File: src/rtl/game_pkg.sv
// Shared types and constants for the math game answer path.
// Includes the BCD-digit helpers used by the answer entry block.
package game_pkg;

    typedef enum logic [1:0] {
        IDLE  = 2'd0,
        ENTRY = 2'd1,
        HOLD  = 2'd2
    } state_t;

    localparam logic [3:0] DIGIT_MAX               = 4'd9;
    localparam int         ANSWER_W                = 8;
    localparam int         DEBOUNCE_CYCLES_DEFAULT = 4;

    // Advance one decimal digit, wrapping 9 back to 0 with no carry out
    function automatic logic [3:0] next_digit(input logic [3:0] d);
        logic [3:0] r;
        if (d >= DIGIT_MAX) begin
            r = 4'd0;
        end else begin
            r = d + 4'd1;
        end
        return r;
    endfunction

    // tens*10 + units built from shifts; the result never exceeds 99
    function automatic logic [ANSWER_W-1:0] bcd_to_bin(input logic [3:0] tens,
                                                      input logic [3:0] units);
        logic [ANSWER_W-1:0] t;
        t = {4'd0, tens};
        return (t << 3) + (t << 1) + {4'd0, units};
    endfunction

endpackage

File: src/rtl/bcd_answer_entry_if.sv
// Valid/ack handshake that carries the committed binary answer to game control.
interface bcd_answer_entry_if import game_pkg::*; ();

    logic [ANSWER_W-1:0] answer;
    logic                answer_valid;
    logic                answer_ack;

    modport master (output answer, output answer_valid, input answer_ack);
    modport slave  (input answer, input answer_valid, output answer_ack);

endinterface

File: src/rtl/bcd_answer_entry_button_conditioner.sv
// Synchronizes and debounces one raw pushbutton; emits a one-cycle press
// pulse when the debounced level rises.
module button_conditioner
    import game_pkg::*;
#(
    parameter int DEBOUNCE_CYCLES = DEBOUNCE_CYCLES_DEFAULT
) (
    input  logic clk,
    input  logic rst,
    input  logic raw,
    output logic press
);

    localparam int CNT_W = $clog2(DEBOUNCE_CYCLES) + 1;

    logic             sync1_r;
    logic             sync2_r;
    logic             deb_r;
    logic [CNT_W-1:0] cnt_r;
    logic             press_r;

    // Synchronizer, debounce counter and rising-edge press pulse
    always_ff @(posedge clk or negedge rst) begin
        if (!rst) begin
            sync1_r <= 1'b0;
            sync2_r <= 1'b0;
            deb_r   <= 1'b0;
            cnt_r   <= CNT_W'(0);
            press_r <= 1'b0;
        end else begin
            sync1_r <= raw;
            sync2_r <= sync1_r;
            if (sync2_r == deb_r) begin
                cnt_r   <= CNT_W'(0);
                press_r <= 1'b0;
            end else if (cnt_r == CNT_W'(DEBOUNCE_CYCLES - 1)) begin
                deb_r   <= sync2_r;
                cnt_r   <= CNT_W'(0);
                press_r <= sync2_r;
            end else begin
                cnt_r   <= cnt_r + CNT_W'(1);
                press_r <= 1'b0;
            end
        end
    end

    assign press = press_r;

endmodule

File: src/rtl/bcd_answer_entry.sv
// Player answer entry: debounced buttons build two BCD digits, submit converts
// them to binary and holds the result on a valid/ack handshake.
module bcd_answer_entry
    import game_pkg::*;
#(
    parameter int DEBOUNCE_CYCLES = DEBOUNCE_CYCLES_DEFAULT
) (
    input  logic                      clk,
    input  logic                      rst,
    input  logic                      enable,
    input  logic                      btn_tens_inc,
    input  logic                      btn_units_inc,
    input  logic                      btn_clear,
    input  logic                      btn_submit,
    output logic [3:0]                entry_tens,
    output logic [3:0]                entry_units,
    output logic                      entry_active,
    bcd_answer_entry_if.master        ans_if
);

    logic press_tens_s;
    logic press_units_s;
    logic press_clear_s;
    logic press_submit_s;

    state_t              state_r;
    logic [3:0]          tens_r;
    logic [3:0]          units_r;
    logic [ANSWER_W-1:0] answer_r;
    logic                valid_r;
    logic                active_r;

    button_conditioner #(.DEBOUNCE_CYCLES(DEBOUNCE_CYCLES)) u_btn_tens (
        .clk(clk), .rst(rst), .raw(btn_tens_inc), .press(press_tens_s)
    );
    button_conditioner #(.DEBOUNCE_CYCLES(DEBOUNCE_CYCLES)) u_btn_units (
        .clk(clk), .rst(rst), .raw(btn_units_inc), .press(press_units_s)
    );
    button_conditioner #(.DEBOUNCE_CYCLES(DEBOUNCE_CYCLES)) u_btn_clear (
        .clk(clk), .rst(rst), .raw(btn_clear), .press(press_clear_s)
    );
    button_conditioner #(.DEBOUNCE_CYCLES(DEBOUNCE_CYCLES)) u_btn_submit (
        .clk(clk), .rst(rst), .raw(btn_submit), .press(press_submit_s)
    );

    // Entry FSM with digit counters, answer register and handshake flags
    always_ff @(posedge clk or negedge rst) begin
        if (!rst) begin
            state_r  <= IDLE;
            tens_r   <= 4'd0;
            units_r  <= 4'd0;
            answer_r <= {ANSWER_W{1'b0}};
            valid_r  <= 1'b0;
            active_r <= 1'b0;
        end else begin
            case (state_r)
                IDLE: begin
                    tens_r  <= 4'd0;
                    units_r <= 4'd0;
                    if (enable) begin
                        state_r  <= ENTRY;
                        active_r <= 1'b1;
                    end else begin
                        state_r  <= IDLE;
                        active_r <= 1'b0;
                    end
                end
                ENTRY: begin
                    if (press_clear_s) begin
                        tens_r   <= 4'd0;
                        units_r  <= 4'd0;
                        state_r  <= enable ? ENTRY : IDLE;
                        active_r <= enable;
                    end else if (press_submit_s) begin
                        answer_r <= bcd_to_bin(tens_r, units_r);
                        valid_r  <= 1'b1;
                        state_r  <= HOLD;
                        active_r <= 1'b0;
                    end else if (!enable) begin
                        tens_r   <= 4'd0;
                        units_r  <= 4'd0;
                        state_r  <= IDLE;
                        active_r <= 1'b0;
                    end else begin
                        if (press_tens_s) begin
                            tens_r <= next_digit(tens_r);
                        end else begin
                            tens_r <= tens_r;
                        end
                        if (press_units_s) begin
                            units_r <= next_digit(units_r);
                        end else begin
                            units_r <= units_r;
                        end
                    end
                end
                HOLD: begin
                    // Valid is released only by ack so a dropped enable never loses the answer
                    if (ans_if.answer_ack) begin
                        valid_r  <= 1'b0;
                        tens_r   <= 4'd0;
                        units_r  <= 4'd0;
                        state_r  <= enable ? ENTRY : IDLE;
                        active_r <= enable;
                    end else begin
                        valid_r <= 1'b1;
                    end
                end
                default: begin
                    state_r  <= IDLE;
                    tens_r   <= 4'd0;
                    units_r  <= 4'd0;
                    valid_r  <= 1'b0;
                    active_r <= 1'b0;
                end
            endcase
        end
    end

    assign entry_tens          = tens_r;
    assign entry_units         = units_r;
    assign entry_active        = active_r;
    assign ans_if.answer       = answer_r;
    assign ans_if.answer_valid = valid_r;

endmodule

File: src/flat_wrapper.sv
// flat-port wrapper written by rule: the top's interface ports become plain ports
module bcd_answer_entry_flat import game_pkg::*;
#(
    parameter int DEBOUNCE_CYCLES = DEBOUNCE_CYCLES_DEFAULT
)
  (clk, rst, enable, btn_tens_inc, btn_units_inc, btn_clear, btn_submit, entry_tens, entry_units, entry_active, ans_if_answer, ans_if_answer_valid, ans_if_answer_ack);
  bcd_answer_entry_if ans_if_i ();
  input  logic clk;
  input  logic rst;
  input  logic enable;
  input  logic btn_tens_inc;
  input  logic btn_units_inc;
  input  logic btn_clear;
  input  logic btn_submit;
  output logic [3:0] entry_tens;
  output logic [3:0] entry_units;
  output logic entry_active;
  output wire logic [$bits(ans_if_i.answer)-1:0] ans_if_answer;
  output wire logic [$bits(ans_if_i.answer_valid)-1:0] ans_if_answer_valid;
  input wire logic [$bits(ans_if_i.answer_ack)-1:0] ans_if_answer_ack;
  assign ans_if_answer = ans_if_i.answer;
  assign ans_if_answer_valid = ans_if_i.answer_valid;
  assign ans_if_i.answer_ack = ans_if_answer_ack;
  bcd_answer_entry #(.DEBOUNCE_CYCLES(DEBOUNCE_CYCLES)) u_core (.clk(clk), .rst(rst), .enable(enable), .btn_tens_inc(btn_tens_inc), .btn_units_inc(btn_units_inc), .btn_clear(btn_clear), .btn_submit(btn_submit), .entry_tens(entry_tens), .entry_units(entry_units), .entry_active(entry_active), .ans_if(ans_if_i));
endmodule
File: config.mk
export PLATFORM = sky130hd
export DESIGN_NAME = bcd_answer_entry_flat
export DESIGN_NICKNAME = d
export VERILOG_FILES = /design/src/rtl/game_pkg.sv /design/src/rtl/bcd_answer_entry_if.sv /design/src/rtl/bcd_answer_entry_button_conditioner.sv /design/src/rtl/bcd_answer_entry.sv /design/src/flat_wrapper.sv
export SDC_FILE = /design/constraint.sdc
export NUM_CORES = 1
export LEC_CHECK = 0
export CORE_MARGIN = 5
export CORE_UTILIZATION = 55
export DETAILED_ROUTE_END_ITERATION = 16
export GPL_TIMING_DRIVEN = 0
export HOLD_SLACK_MARGIN = 0.15
export PLACE_DENSITY = 0.75
export SLEW_MARGIN = 20
export SYNTH_ARGS = -nofsm -noshare
export SYNTH_HDL_FRONTEND = slang
export SYNTH_SLANG_ARGS = --single-unit
File: constraint.sdc
create_clock -name clk -period 4.7 [get_ports clk]
set_clock_uncertainty 0.2 [all_clocks]
set_input_delay 0.705 -clock clk [delete_from_list [all_inputs] [get_ports clk]]
set_output_delay 0.705 -clock clk [all_outputs]
set_load 0.05 [all_outputs]
==> impl_results.md <==
* Final setup violation count at 0
* WL per Instance at 14.5 um
* Cell count after synthesis at ~190
* Min Hold Slack at ~150 ps
* Worst-margin pin slew at between 500 and 600 ps
* R2R cell count at 8
* Starting Density at between 50% and 60%
* Worst Hold Endpoint: u_core.u_btn_tens.sync2_r
* Clk_lat worst skew at 300 ps
* Via count at about 1,500
* Met1 usage at between 10% and 20%
* Register area share after synthesis at 52.5%
* Power per cell area at about 350 nW/um2
* R2R setup slack at roughly 2100 ps
* DRT iter0 DRCs at 40
* Die height at around 74 um
* Die area at 5450 um2
* Slew HR at between 60% and 70%
* Residual DRC count at 0
* Maxcap violations at 0
* Htree depth at 2
* YS warnings at 0
* Final net count at 256
* Sequential Area at around 1200 um2
* Final Critical Period at 2640 ps
* GR Overflow Total at 0
* Global placer's final weighted congestion at ~0.86
* Status: finished, final reports clean
* Number of diodes at 0
* CTS buffer count at 5
* CTS root buffer: clkbuf_8
* GRT met3 Usage at 3.69%
* WL final at approximately 4000 um
* P_leak at roughly 1.3 nW
* Worst min-delay path category: reg -> reg
* Met2 Use GR at between 30% and 40%
* Number of global-route vias before repair at ~1,600
* Final period utilization at 56.3%
* First-pass GRT wire length at approximately 7000 um
* Number of fill cells in the layout at around 300
* Hold path depth at 0
* # rows at 23
* Critical Path End Type: flip-flop
* Hold_sp: u_core.u_btn_tens.sync1_r
* CTS tree: built
* Setup TNS at 0 ps
* Final slew viol count at 0
* Clk pin slew, worst setup/hold paths at around 90 ps
* Initial antenna violation count at 0
* Worst reg2reg startpoint: u_core.entry_tens[0]
* Synth area leaders: dfrtp_1, ha_1, nand2_1, o21ai_0, nor3b_1
* Post-synthesis cell type count at 33
* Via-per-instance ratio at approximately 5.5
* DRT Pass-1 Iters at 4
* Mapped cell area at between 2000 and 2500 um2
* Top-Level Pins at 26
* Synth area leader: dfrtp_1
* WP data arrival at 2620 ps
* Post-synthesis register bit count at 47
* Worst R2R End: u_core.ans_if.answer[6]
* Synth Area per Inst at 11.7 um2
* Area of the multi-input gates at between 1000 and 1500 um2
* Hold-fix buffers, CTS at 0
* Global routing's busiest layer: met2
* Die Span X at roughly 74 um
* DP HPWL at 3100 um
* Total nets after synthesis at around 220
* Required @ worst endpoint at ~4700 ps
* Setup crit start kind: flip-flop
* Synth-to-Final Area Change at 18.4%
* Max VDD drop at 202 uV
* Gr usage total at 17.1%
* Synth top area share at between 50% and 60%
* Crit Path Max Fanout at 8
* Core area at between 3000 and 4000 um2
* IO Port Bufs at 25
* Layout cells sized above 1 at between 7 and 8%
* Final Hold Viols at 0
* Critical path class: reg -> reg
* Clk sinks at 47
* Post-CTS resize count at 0
* Setup bufs post-CTS at 0
* Largest net degree at the start of global routing at 27
* Clock Tree Buf Depth at 2
* Fmax at around 380 MHz
* RSZ-0062 raised after global routing: false
* Antenna viol nets, final at 0
how the worst max path moves through the flow:
stage	slack (ps)	startpoint	endpoint
after global placement	1510	rst	u_core.u_btn_tens.sync1_r
final	2060	u_core.entry_tens[0]	u_core.ans_if.answer[6]
after floorplan	1910	u_core.entry_tens[0]	u_core.ans_if.answer[6]
after detailed placement	2080	u_core.entry_tens[0]	u_core.ans_if.answer[6]
after global routing	1970	u_core.entry_tens[0]	u_core.ans_if.answer[6]
after CTS	2060	u_core.entry_tens[0]	u_core.ans_if.answer[6]
cell type report:
cell class                 instances  share of cell area (%)
tap                               50                    2.36
sequential                        47                    44.3
inverter                          13                    1.84
multi-input combinational        130                    38.0
timing repair buffer              26                    10.0
buffer                             2                   0.330
clock buffer                       6                    2.73
clock inverter                     2                   0.471
worst max-delay path: stages (launching register included):
cell	delay [ps]
dfrtp_1	520
inv_1	150
fa_1	540
inv_1	70
fa_1	460
a21o_1	180
a21oi_1	160
xnor2_1	130
o21ai_0	90
cells in the mapped netlist:
library cell and n:
o21ai_1 1, fa_1 2, ha_1 21, a221o_1 1, a2111oi_4 1, buf_2 1
and3b_1 5, clkbuf_1 1, o2111ai_1 1, xnor2_1 7, nor3b_1 9, inv_1 13
o211ai_1 2, dfrtp_1 47, a22o_2 1, nor3_1 5, mux2_1 1, or3b_4 1
nor2b_1 6, mux2_2 4, nand4b_1 1, o31ai_1 4, nand2_1 22, o21a_1 2
nor2_1 2, nand3_1 1, nand3b_1 2, nor4bb_1 1, nand2b_1 1, a21oi_1 5
a21o_1 5, nand4_1 2, o21ai_0 14
sequential cells by signal, summed over array words and instances, names as in the netlist, 3 cells and up:
name / flops
u_core.u_btn_tens.cnt_r: 3
u_core.u_btn_submit.cnt_r: 3
u_core.u_btn_clear.cnt_r: 3
u_core.ans_if.answer: 8
u_core.entry_units: 4
u_core.u_btn_units.cnt_r: 3
u_core.entry_tens: 4
report_power, final:
| part | leakage [nW] | internal, mW | total (mW) | switching, mW |
|---|---|---|---|---|
| logic | 0.610 | 0.0981 | 0.204 | 0.106 |
| registers | 0.620 | 0.461 | 0.500 | 0.0390 |
| clock network | 0.0412 | 0.104 | 0.236 | 0.132 |
placed cells by master (no fill, tap or decap), drive strengths merged, types with 6 or more instances in the layout:
cell type / count
clkbuf: 7
clkdlybuf4s50: 24
dfrtp: 47
ha: 21
inv: 13
nand2: 22
nor2b: 6
nor3b: 9
o21ai: 15
xnor2: 7
per-layer routing:
layer	wire length [um]	vias up
li1	-	736
met1	1620	747
met2	2060	37
met3	222	9
met4	101	0
met5	0	-
cells by family after synthesis:
logic type	Yosys count	share of synthesized area, %
AO/OA/AOI/OAI	37	11.3
XOR/XNOR	7	2.74
adder cells (fa/ha/maj)	23	13.5
buffers and inverters	15	2.57
flip-flops	47	52.5
multiplexers	5	2.51
AND/OR/NAND/NOR	58	14.9
per-stage QoR:
stage / cell area (um2) / setup WS, ps / std cells / util [%] / power [mW]
global placement: 2550 / 1510 / 267 / 64.3 / 0.697
CTS: 2650 / 2060 / 276 / 66.8 / 0.955
finish: 2650 / 2060 / 276 / 66.8 / 0.940
global route: 2650 / 1970 / 276 / 66.8 / 1.00
detailed placement: 2570 / 2080 / 268 / 64.7 / 0.715
floorplan: 2240 / 1910 / 192 / - / 0.652
Note: power is estimated with default switching activity, not from simulation.
